### src/rtl/inst_fetch_ctrl_if.sv
// Instruction-bus interface for inst_fetch_ctrl: SRAM-like request/address/data handshake.
// The master issues a request and holds the address until it is accepted. The slave then
// returns exactly one data word.
`timescale 1ns/1ps
interface inst_fetch_ctrl_if;
    logic        inst_req;
    logic [31:0] inst_addr;
    logic        inst_addr_ok;
    logic        inst_data_ok;
    logic [31:0] inst_rdata;

    modport master (
        output inst_req,
        output inst_addr,
        input  inst_addr_ok,
        input  inst_data_ok,
        input  inst_rdata
    );

    modport slave (
        input  inst_req,
        input  inst_addr,
        output inst_addr_ok,
        output inst_data_ok,
        output inst_rdata
    );
endinterface

### src/rtl/inst_fetch_ctrl.sv
// inst_fetch_ctrl: PC generator and single-outstanding instruction-bus master.
// Each returned word is delivered as a one-cycle valid pulse.
// Branch redirects take effect after the delay slot completes.
// An exception flush redirects immediately and discards any response still in flight.
// Optional feature macro: IF_ADDR_CHECK_EN.
//  - When defined, a misaligned pc raises a fetch address exception and no request is issued.
//  - When undefined, the low two address bits are forced to zero.
`timescale 1ns/1ps
module inst_fetch_ctrl #(
    parameter logic [31:0] RESET_PC = 32'hBFC00000
) (
    input  logic                  clk,
    input  logic                  rst,
    input  logic [5:0]            stall,
    input  logic                  flush,
    input  logic [31:0]           new_pc,
    input  logic                  branch_flag,
    input  logic [31:0]           branch_target,
    input  logic                  next_pc_valid,
    inst_fetch_ctrl_if.master     bus,
    output logic                  valid,
    output logic [31:0]           if_pc,
    output logic [31:0]           if_inst,
    output logic [31:0]           pc_excepttype_o
);

    typedef enum logic [1:0] {
        IDLE   = 2'd0,
        REQ    = 2'd1,
        WAIT   = 2'd2,
        CANCEL = 2'd3
    } state_t;

    state_t      state_r,    state_s;
    logic [31:0] pc_r,       pc_s;
    logic [31:0] addr_r,     addr_s;
    logic        req_r,      req_s;
    logic        cancel_r,   cancel_s;    // flush seen during the address phase
    logic [31:0] flush_pc_r, flush_pc_s;
    logic        br_pend_r,  br_pend_s;
    logic [31:0] br_tgt_r,   br_tgt_s;
    logic        valid_r,    valid_s;
    logic [31:0] if_pc_r,    if_pc_s;
    logic [31:0] if_inst_r,  if_inst_s;
    logic [31:0] exc_r,      exc_s;
    logic        launch_ok_s;

    // Only stall[0] gates fetching; the upper stall bits belong to later stages.
    logic        unused_stall_s;
    assign unused_stall_s = ^stall[5:1];

    assign launch_ok_s = next_pc_valid && !stall[0];

    // Next-state and datapath update for the fetch FSM.
    always_comb begin
        state_s    = state_r;
        pc_s       = pc_r;
        addr_s     = addr_r;
        req_s      = req_r;
        cancel_s   = cancel_r;
        flush_pc_s = flush_pc_r;
        br_pend_s  = br_pend_r;
        br_tgt_s   = br_tgt_r;
        valid_s    = 1'b0;
        if_pc_s    = if_pc_r;
        if_inst_s  = if_inst_r;
        exc_s      = exc_r;

        // A flush wins over a branch in the same cycle and kills any pending branch.
        if (flush) begin
            br_pend_s  = 1'b0;
            flush_pc_s = new_pc;
        end else if (branch_flag) begin
            br_pend_s  = 1'b1;
            br_tgt_s   = branch_target;
        end else begin
            br_pend_s  = br_pend_r;
        end

        case (state_r)
            IDLE: begin
                req_s = 1'b0;
                if (flush) begin
                    pc_s = new_pc;
                end else if (launch_ok_s) begin
`ifdef IF_ADDR_CHECK_EN
                    if (pc_r[1:0] != 2'b00) begin
                        // Misaligned fetch: report AdEL and wait for the flush to redirect.
                        valid_s   = 1'b1;
                        if_pc_s   = pc_r;
                        if_inst_s = 32'h0000_0000;
                        exc_s     = 32'h0000_0010;
                    end else begin
                        state_s  = REQ;
                        req_s    = 1'b1;
                        addr_s   = pc_r;
                        cancel_s = 1'b0;
                    end
`else
                    state_s  = REQ;
                    req_s    = 1'b1;
                    addr_s   = {pc_r[31:2], 2'b00};
                    cancel_s = 1'b0;
`endif
                end else begin
                    state_s = IDLE;
                end
            end
            REQ: begin
                // The request cannot be withdrawn, so a flush only marks it for cancellation.
                if (flush) begin
                    cancel_s = 1'b1;
                end else begin
                    cancel_s = cancel_r;
                end
                if (bus.inst_addr_ok) begin
                    req_s    = 1'b0;
                    cancel_s = 1'b0;
                    state_s  = (cancel_r || flush) ? CANCEL : WAIT;
                end else begin
                    req_s    = 1'b1;
                end
            end
            WAIT: begin
                if (bus.inst_data_ok) begin
                    state_s = IDLE;
                    if (flush) begin
                        pc_s = new_pc;
                    end else begin
                        valid_s   = 1'b1;
                        if_pc_s   = pc_r;
                        if_inst_s = bus.inst_rdata;
                        exc_s     = 32'h0000_0000;
                        // This completion is the delay slot of any latched branch.
                        pc_s      = br_pend_s ? br_tgt_s : (pc_r + 32'd4);
                        br_pend_s = 1'b0;
                    end
                end else if (flush) begin
                    state_s = CANCEL;
                end else begin
                    state_s = WAIT;
                end
            end
            CANCEL: begin
                if (bus.inst_data_ok) begin
                    pc_s    = flush_pc_s;
                    state_s = IDLE;
                end else begin
                    state_s = CANCEL;
                end
            end
            default: begin
                state_s = IDLE;
                req_s   = 1'b0;
            end
        endcase
    end

    // State and output registers with synchronous reset.
    always_ff @(posedge clk) begin
        if (rst) begin
            state_r    <= IDLE;
            pc_r       <= RESET_PC;
            addr_r     <= 32'h0000_0000;
            req_r      <= 1'b0;
            cancel_r   <= 1'b0;
            flush_pc_r <= 32'h0000_0000;
            br_pend_r  <= 1'b0;
            br_tgt_r   <= 32'h0000_0000;
            valid_r    <= 1'b0;
            if_pc_r    <= 32'h0000_0000;
            if_inst_r  <= 32'h0000_0000;
            exc_r      <= 32'h0000_0000;
        end else begin
            state_r    <= state_s;
            pc_r       <= pc_s;
            addr_r     <= addr_s;
            req_r      <= req_s;
            cancel_r   <= cancel_s;
            flush_pc_r <= flush_pc_s;
            br_pend_r  <= br_pend_s;
            br_tgt_r   <= br_tgt_s;
            valid_r    <= valid_s;
            if_pc_r    <= if_pc_s;
            if_inst_r  <= if_inst_s;
            exc_r      <= exc_s;
        end
    end

    assign bus.inst_req    = req_r;
    assign bus.inst_addr   = addr_r;
    assign valid           = valid_r;
    assign if_pc           = if_pc_r;
    assign if_inst         = if_inst_r;
    assign pc_excepttype_o = exc_r;

endmodule

### src/flat_wrapper.sv
// flat-port wrapper written by rule: the top's interface ports become plain ports
module inst_fetch_ctrl_flat 
#(
    parameter logic [31:0] RESET_PC = 32'hBFC00000
)
  (clk, rst, stall, flush, new_pc, branch_flag, branch_target, next_pc_valid, valid, if_pc, if_inst, pc_excepttype_o, bus_inst_req, bus_inst_addr, bus_inst_addr_ok, bus_inst_data_ok, bus_inst_rdata);
  inst_fetch_ctrl_if bus_i ();
  input  logic clk;
  input  logic rst;
  input  logic [5:0] stall;
  input  logic flush;
  input  logic [31:0] new_pc;
  input  logic branch_flag;
  input  logic [31:0] branch_target;
  input  logic next_pc_valid;
  output logic valid;
  output logic [31:0] if_pc;
  output logic [31:0] if_inst;
  output logic [31:0] pc_excepttype_o;
  output wire logic [$bits(bus_i.inst_req)-1:0] bus_inst_req;
  output wire logic [$bits(bus_i.inst_addr)-1:0] bus_inst_addr;
  input wire logic [$bits(bus_i.inst_addr_ok)-1:0] bus_inst_addr_ok;
  input wire logic [$bits(bus_i.inst_data_ok)-1:0] bus_inst_data_ok;
  input wire logic [$bits(bus_i.inst_rdata)-1:0] bus_inst_rdata;
  assign bus_inst_req = bus_i.inst_req;
  assign bus_inst_addr = bus_i.inst_addr;
  assign bus_i.inst_addr_ok = bus_inst_addr_ok;
  assign bus_i.inst_data_ok = bus_inst_data_ok;
  assign bus_i.inst_rdata = bus_inst_rdata;
  inst_fetch_ctrl #(.RESET_PC(RESET_PC)) u_core (.clk(clk), .rst(rst), .stall(stall), .flush(flush), .new_pc(new_pc), .branch_flag(branch_flag), .branch_target(branch_target), .next_pc_valid(next_pc_valid), .bus(bus_i), .valid(valid), .if_pc(if_pc), .if_inst(if_inst), .pc_excepttype_o(pc_excepttype_o));
endmodule
### config.mk
export PLATFORM = sky130hd
export DESIGN_NAME = inst_fetch_ctrl_flat
export DESIGN_NICKNAME = d
export VERILOG_FILES = /design/src/rtl/inst_fetch_ctrl_if.sv /design/src/rtl/inst_fetch_ctrl.sv /design/src/flat_wrapper.sv
export SDC_FILE = /design/constraint.sdc
export NUM_CORES = 1
export LEC_CHECK = 0
export BUFFER_PORTS_ARGS = -buffer_cell sky130_fd_sc_hd__buf_2
export CORE_ASPECT_RATIO = 0.6
export CORE_UTILIZATION = 35
export CTS_CLUSTER_DIAMETER = 40
export DETAILED_ROUTE_END_ITERATION = 8
export HOLD_SLACK_MARGIN = 0.1
export PLACE_DENSITY = 0.64
export SYNTH_ARGS = -nofsm -noshare
export SYNTH_HDL_FRONTEND = slang
export SYNTH_SLANG_ARGS = --single-unit
### constraint.sdc
create_clock -name clk -period 2.8 [get_ports clk]
set_input_delay 0.14 -clock clk [delete_from_list [all_inputs] [get_ports clk]]
set_output_delay 0.14 -clock clk [all_outputs]
set_load 0.01 [all_outputs]
# Word-level counts from Yosys, hierarchy flattened

Index checks and enable logic that the tools add are counted.

Bits in registers: 196
Bits in latches: 0
RAM bits: 0
ROM bits: 0
Bits of input ports: 109
Logic and storage cells: 69
Memories kept: 0

Add/subtract/negate cells: 1
Multipliers: 0
Div/mod/pow operators: 0
Magnitude comparators: 0
Eq/ne operators: 10
Shift-type cells: 0
Muxes and demuxes: 32
Bitwise logic cells: 3
Reductions and logical operators: 12

Operators by type and width:

| operator                | number |
|---|---|
| $mux W32                | 8 |
| $pmux W32 S3            | 1 |
| $add A32 B3 Y32 const B | 1 |
| $mux W1                 | 16 |
| $ne A2 B2 Y1 const B    | 5 |
| $mux W2                 | 4 |
| $pmux W2 S4             | 1 |
| $reduce_and A4 Y1       | 2 |
| $reduce_and A3 Y1       | 2 |
| $eq A2 B2 Y1 const B    | 2 |
| $pmux W1 S2             | 2 |
| $ne A3 B3 Y1 const B    | 1 |
| $not A1 Y1              | 3 |
| $reduce_bool A3 Y1      | 1 |
| $reduce_or A3 Y1        | 1 |
| $eq A2 B1 Y1 const B    | 1 |
| $logic_not A2 Y1        | 1 |
| $ne A2 B1 Y1 const B    | 1 |
| $reduce_and A2 Y1       | 1 |
| $reduce_bool A2 Y1      | 1 |
| $logic_and A1 B1 Y1     | 1 |
| $logic_not A1 Y1        | 1 |
| $logic_or A1 B1 Y1      | 1 |

# Logic depth before layout (Yosys ltp)

Gate-level depths: netlist of the first run.

Depth after elaboration: 6
Gate-level depth with buffers: 8

# Worst setup path before layout of the first run

No wires, ideal clock.

Path type: register to register
Start: reg u_core.pc_r[2]
End: reg u_core.pc_r[24]
Setup time: 0.124 ns
Arrival: 1.640 ns
Setup slack: 1.035 ns
Cell stages (with the launch flop): 7
Cell sequence: dfxtp_1 > ha_1 > clkbuf_1 > nand2_1 > nor3_1 > a31oi_1 > a2111o_1

Cells in the longest elaborated chain, start to end: 5

Ends and longest elaborated chain:

| item                     | RTL line               | RTL |
|---|---|---|
| start: declaration       | inst_fetch_ctrl.sv:35  | `logic [31:0] pc_r, pc_s;` |
| start signal: assignment | inst_fetch_ctrl.sv:176 | `pc_r <= pc_s;` |
| $add A32 B3 Y32          | inst_fetch_ctrl.sv:135 | `pc_s = br_pend_s ? br_tgt_s : (pc_r + 32'd4);` |
| $mux W32                 | inst_fetch_ctrl.sv:135 |  |
| $mux W32                 | inst_fetch_ctrl.sv:127 | `if (flush) begin` |
| $mux W32                 | inst_fetch_ctrl.sv:125 | `if (bus.inst_data_ok) begin` |
| $pmux W32 S3             | inst_fetch_ctrl.sv:80  | `case (state_r)` |

No other way between the ends. The select of a mux whose other input is x is not followed.
A chain may end at the register's enable or synchronous reset.

# Worst setup path after layout of the first run

Start: reg u_core.state_r[1]
End: reg u_core.pc_r[22]

Cells in the longest elaborated chain, start to end: 3
Elaborated cells between the ends (all ways): 9
Classes of those cells: eq/ne (5); mux (1); reduce/logical (3)

Ends and longest elaborated chain:

| item                                                                       | RTL line               | RTL |
|---|---|---|
| start: declaration                                                         | inst_fetch_ctrl.sv:34  | `state_t state_r, state_s;` |
| start signal: assignment                                                   | inst_fetch_ctrl.sv:175 | `state_r <= state_s;` |
| $eq A2 B2 Y1 / $logic_not A2 Y1 (equally long branches)                    | inst_fetch_ctrl.sv:80  |  |
| $ne A2 B2 Y1 (no source line) / $reduce_bool A3 Y1 (equally long branches) | n/a                    |  |
| $reduce_and A4 Y1 (no source line)                                         | n/a                    |  |

Several ways; a longest one is shown, not always the timed one.

==> impl_metrics.yaml, run 1 <==
worst_setup_path:
  crit_family: "flip-flops"
  timing.rr.start: "u_core.state_r[1]$_SDFFE_PP0P_"
  crit_end: "u_core.pc_r[22]$_SDFFE_PP1P_"
  startpoint_type: "flip-flop"
  worst-path-stages: 6
  r2r_end: "u_core.pc_r[22]$_SDFFE_PP1P_"
  crit_type: "flip-flop to flip-flop"
  worst-path-buf-inv: 1
  critPathMaxStageDelay_ps: 730
  worstPathRequired_ps: 3120
  cp_cell_sequence: "nand2b_1, o21ai_2, buf_12, and3_1, a2111oi_0, a41oi_1"
  critPathLaunch: "u_core.state_r[1]$_SDFFE_PP0P_"
  crit_fanout: 28
  critPathSlowestCell: "dfxtp_1"
  reg2reg_depth: 6
  end_kind: "flip-flop"
  cp.arrival_ps: 2620
  rrSetupSlack_ps: 500
power_and_ir_drop:
  p_per_area_nw_per_um2: 536
  p_seq_frac: 0.475
  ir_worst_vdd_uv: 380
  combPwrFrac: 0.139
  pwr-share-clk: 0.386
  p_int_w: 0.00466
  p_sw_frac: 0.273
  p_leak_nw: 4.94
  power_switching_w: 0.00175
clock_tree:
  cts_setup_buffers: 0
  clock_path_buffers: 2
  cts_max_level: 4
  numCtsBuffers: 17
  cts.clk_slew.worst_paths_ps: 80
  insertion_delay_ps: 450
  cts.sinks: 196
  cts_tree: "done"
  clock-root-buffer: "clkbuf_16"
routing:
  ant_nets: 0
  vias: 9279
  wl_um: 32500
  dr.pass1.iters: 7
  drc_errors: 0
  drt_iter0_drc: 733
  wl_per_cell_um: 18.5
  vias_per_cell: 5.29
final_layout:
  drive_above_1_share: 0.209
  layout.cells.non_filler: 1755
  seqCellArea_sq_um: 3920
  fillers: 2490
  nets: 1522
  multi_input_area_sq_um: 4530
  syn2layout_area_growth_pct: 32.4
  final_area_sq_um: 12000
placed_design:
  io_buffers: 199
  placed_area_sq_um: 10300
  globalplace.congestion: 0.939
  hpwl_um: 22200
  dp.cells: 1613
  pre_cts_ws_ps: 571
synthesis:
  avgSynthCellArea_sq_um: 7.94
  ys.flop_type: "dfxtp_1"
  synth.top_cell.area_share: 0.434
  synth_area_leaders: "dfxtp_1, nand2_1, a21oi_1, mux2i_1, nor2_1"
  ys_seq_area_frac: 0.434
  netlist_area_sq_um: 9040
  synth_area_leader_cell: "dfxtp_1"
  synth_cells: 1139
  synth_seq_cells: 196
  yosys_warnings: 0
  synth_edf_count: 0
  ys_async_sr_fraction: 0
  yosys.cell_types.count: 71
die:
  core_sq_um: 25300
  rows: 45
  initial_core_util: 0.357
  fp.dieH_um: 126
  io_pins: 239
  die_area_sq_um: 26500
  die_x_um: 209
global_routing:
  grt_use_total: 0.243
  grt_antenna_before_repair: 1
  grt_overflow: 0
  grt_max_degree: 134
  grt_pass1_wl_um: 49300
  grt_pass1_vias: 8681
sta:
  slew-limit-headroom: 0.508
  tightest_slew_ps: 739
  fin_worst_skew_ps: 13.0
  finalCriticalPeriod_ps: 2300
  fmax_mhz: 435
  finalCritPeriodShare: 0.822
  fin_ws_ps: 500
  hold_viol_final: 0
  setup_tns_ps: 0
  rsz0062_at_grt: "no"
  finalSetupViolCount: 0
  slew_violations: 0
hold_path:
  hp-class: "input port to flip-flop"
outcome:
  status: "finished clean"
run:
  cap_viol_max_count: 0
worst register-to-register path, delay by kind of cell, from the launching register on:
| family | cells | cell delay (ps) |
|---|---|---|
| flops | 1 | 730 |
| simple gates | 2 | 670 |
| compound gates | 3 | 580 |
| buf+inv | 1 | 190 |
state kept, by name, summed over array words and instances, names as in the netlist:
| name | flops |
|---|---|
| u_core.state_r | 2 |
| u_core.valid | 1 |
| u_core.bus.inst_req | 1 |
| u_core.flush_pc_r | 32 |
| u_core.bus.inst_addr | 30 |
| u_core.br_pend_r | 1 |
| u_core.pc_r | 32 |
| u_core.if_pc | 32 |
| u_core.if_inst | 32 |
| u_core.cancel_r | 1 |
| u_core.br_tgt_r | 32 |
cells in the mapped netlist, types with 4 or more instances:
library cell,count
mux2i_1,40
xor2_1,6
o211ai_1,7
a221oi_1,5
nor4_1,15
nor3_1,15
inv_1,8
a2111oi_0,4
a211oi_1,12
a211o_1,4
a31oi_1,6
nand2_1,261
a21oi_1,147
nand2b_1,9
buf_4,36
nand4_1,11
dfxtp_1,196
xnor2_1,11
clkbuf_1,57
and2_1,6
nor2b_1,6
buf_2,34
and3_1,12
a22oi_1,10
o221ai_1,10
a22o_1,6
nand3_1,17
o21ai_0,34
nor2_1,80
mux2_2,5
timing repair:
| item | CTS | global route |
|---|---|---|
| endpoints found under the hold margin | 107 | 0 |
| gates resized for setup | 0 | 0 |
| hold buffers | 109 | 0 |
routing by layer:
layer	track usage	routed length (um)	vias up
met1	0.341	15100	4457
met4	0.0614	369	0
met3	0.0604	2990	26
met5	0	0	-
met2	0.373	14100	381
li1	-	-	4415
stage by stage:
stage	hold WS, ps	util	power (W)
2_1_floorplan	240	-	0.00355
3_3_place_gp	381	0.406	0.00384
3_5_place_dp	387	0.406	0.00386
4_1_cts	138	0.472	0.00644
5_1_grt	187	0.472	0.00666
6_report	150	0.472	0.00641
area by class of cell:
class / count / share of cell area
timing repair buffer: 354 / 0.207
multi-input combinational: 834 / 0.379
clock buffer: 19 / 0.0379
inverter: 9 / 0.00282
antenna: 1 / 0.000209
sequential: 196 / 0.328
clock inverter: 13 / 0.0111
tap: 329 / 0.0344
cells by family (layout without fill, tap and decap cells):
family | Yosys count | count (layout) | synth area share
buffers and inverters | 142 | 395 | 0.0799
multiplexers | 45 | 45 | 0.0505
XOR/XNOR | 17 | 17 | 0.0165
adder cells (fa/ha/maj) | 1 | 1 | 0.00138
flip-flops | 196 | 196 | 0.434
other | 1 | 35 | 0.000415
AND/OR/NAND/NOR | 451 | 451 | 0.221
AO/OA/AOI/OAI | 286 | 286 | 0.196
cells in the final DEF, fill, tap and decap left out, types with 5 or more instances in the layout:
cell           count
dlygate4sd3_1    109
o211ai_1           7
a221oi_1           5
dfxtp_1          196
conb_1            34
and3_1            12
nor2_1            79
buf_4             43
nand2b_1           9
mux2_2             5
nand3_1           17
a22o_1             6
nor4_1            15
a31oi_1            6
clkbuf_16         17
nand4_1           11
a22oi_1           10
xor2_1             6
nor3_1            14
clkinv_2           5
and2_1             6
o21ai_0           34
o221ai_1          10
a211oi_1          12
inv_1              8
mux2i_1           40
a21oi_1          147
nor2b_1            5
nand2_1          260
buf_2            198
xnor2_1           11
worst min-delay path by stage:
stage | cells after the start | startpoint | end
CTS | 4 | next_pc_valid | u_core.cancel_r$_SDFFE_PP0P_
detailed placement | 3 | bus_inst_rdata[19] | u_core.if_inst[19]$_SDFFE_PP0P_
global placement | 3 | bus_inst_rdata[5] | u_core.if_inst[5]$_SDFFE_PP0P_
floorplan | 1 | bus_inst_data_ok | u_core.br_pend_r$_SDFF_PP0_
finish | 4 | next_pc_valid | u_core.cancel_r$_SDFFE_PP0P_
global route | 4 | next_pc_valid | u_core.cancel_r$_SDFFE_PP0P_
power groups by stage:
stage	clock network, W	registers [W]	logic, W
floorplan	0	0.00302	0.000529
detailed placement	0	0.00310	0.000753
finish	0.00247	0.00304	0.000889
global route	0.00264	0.00306	0.000962
global placement	0	0.00310	0.000741
CTS	0.00253	0.00304	0.000876
No activity file was read; power rests on OpenSTA's default activity.
==> run 2: changes to the inputs <==
Settings changed: PLACE_DENSITY 0.64 to 0.66.
Clock period 2.8 ns to 2 ns, I/O delays scaled along.
==> impl_metrics.yaml, run 2 (synthesized netlist as in run 1, its figures left out) <==
worst_setup_path:
  crit_type: "flip-flop to flip-flop"
  rrSetupSlack_ps: 70
  end_kind: "flip-flop"
  crit_fanout: 10
  startpoint_type: "flip-flop"
  cp.arrival_ps: 2320
  worstPathRequired_ps: 2400
sta:
  slew_violations: 0
  hold_viol_final: 0
  finalSetupViolCount: 0
  slew-limit-headroom: 0.421
  finalCritPeriodShare: 0.963
  fmax_mhz: 519
  tightest_slew_ps: 868
  fin_ws_ps: 73.0
  fin_worst_skew_ps: 9.80
  finalCriticalPeriod_ps: 1930
die:
  io_pins: 239
  fp.dieH_um: 126
  initial_core_util: 0.357
  rows: 45
  core_sq_um: 25300
  die_x_um: 209
  die_area_sq_um: 26500
power_and_ir_drop:
  p_per_area_nw_per_um2: 753
  ir_worst_vdd_uv: 586
  p_leak_nw: 5.18
global_routing:
  grt_pass1_wl_um: 50100
  grt_use_total: 0.248
  grt_pass1_vias: 8812
  grt_antenna_before_repair: 0
  grt_overflow: 0
  grt_max_degree: 187
final_layout:
  seqCellArea_sq_um: 3930
  diodes: 0
  syn2layout_area_growth_pct: 37.6
  drive_above_1_share: 0.247
  nets: 1564
  mostFrequentLayoutCell: "nand2_1"
  final_cell_mix: "nand2_1, buf_2, dfxtp_1, a21oi_1, dlygate4sd3_1"
  final_util: 0.491
  final_area_sq_um: 12400
  fillers: 2474
  multi_input_area_sq_um: 4600
clock_tree:
  numCtsBuffers: 17
  clock_path_buffers: 2
  cts_max_level: 4
  cts_tree: "done"
  cts.sinks: 196
  insertion_delay_ps: 450
  clock-root-buffer: "clkbuf_16"
  cts.clk_slew.worst_paths_ps: 80
placed_design:
  globalplace.congestion: 0.906
  io_buffers: 199
  placed_area_sq_um: 10700
  hpwl_um: 23100
  pre_cts_ws_ps: 60.2
routing:
  vias_per_cell: 5.29
  dr.pass1.iters: 7
  drc_errors: 0
  wl_per_cell_um: 18.5
  wl_um: 33200
  drt_iter0_drc: 960
  ant_nets: 0
  vias: 9504
outcome:
  status: "finished clean"
hold_path:
  hp-class: "input port to flip-flop"
run:
  cap_viol_max_count: 0
-- run 2: cell count changes in the layout (fill, tap and decap cells not counted), sizes merged --
cell / before / now
buf: 245 / 296
bufinv: 2 / 4
dlygate4sd3: 109 / 100
clkinv: 7 / 4
clkbuf: 19 / 20
diode: 1 / 0
-- run 2: timing repair --
action / in CTS / in global routing
resized for setup: 0 / 20
setup buffers: 0 / 0
endpoints found under the setup margin: 0 / 20
endpoints found under the hold margin: 110 / 0
hold buffers: 100 / 0
-- run 2: per-stage QoR --
stage	setup TNS (ps)	hold slack, ps	power (W)	cells
floorplan	0	200	0.00497	1172
global placement	0	340	0.00550	1664
detailed placement	0	347	0.00551	1664
CTS	0	109	0.00939	1796
global route	-42.3	137	0.00971	1796
finish	0	135	0.00936	1796
-- run 2: layer usage --
metal	share of wire	routed length (um)	vias to the layer above	GRT usage
met5	0	0	-	0
met4	0.011	359	0	0.0588
met3	0.10	3480	32	0.0829
met2	0.43	14100	421	0.369
met1	0.46	15200	4541	0.344
li1	-	-	4510	-
-- run 2: critical path, cell delays in order, from the launching register on --
cell	delay, ps
dfxtp_1	430
nand4_2	320
nor4_1	400
a21oi_1	140
a2111oi_2	400
o32a_1	190
-- run 2: final timing paths --
check             cells past startpoint                            from                        endpoint
hold reg to reg                       2  u_core.if_inst[1]$_SDFFE_PP0P_  u_core.if_inst[1]$_SDFFE_PP0P_
hold / removal                        4                             rst    u_core.pc_r[29]$_SDFFE_PP1P_
setup / recovery                      5     u_core.pc_r[7]$_SDFFE_PP0P_    u_core.pc_r[28]$_SDFFE_PP1P_
setup reg to reg                      5     u_core.pc_r[7]$_SDFFE_PP0P_    u_core.pc_r[28]$_SDFFE_PP1P_
-- run 2: final cells by class --
class                      instances  area share
inverter                           9     0.00272
timing repair buffer             396       0.228
clock buffer                      20      0.0367
sequential                       196       0.315
tap                              329      0.0331
multi-input combinational        834       0.370
clock inverter                    12      0.0143
-- run 2: power breakdown --
part / internal (W) / total [W] / switching, W
registers: 0.00407 / 0.00420 / 0.000137
clock network: 0.00216 / 0.00374 / 0.00157
logic: 0.000629 / 0.00142 / 0.000794
total: 0.00686 / 0.00936 / 0.00251
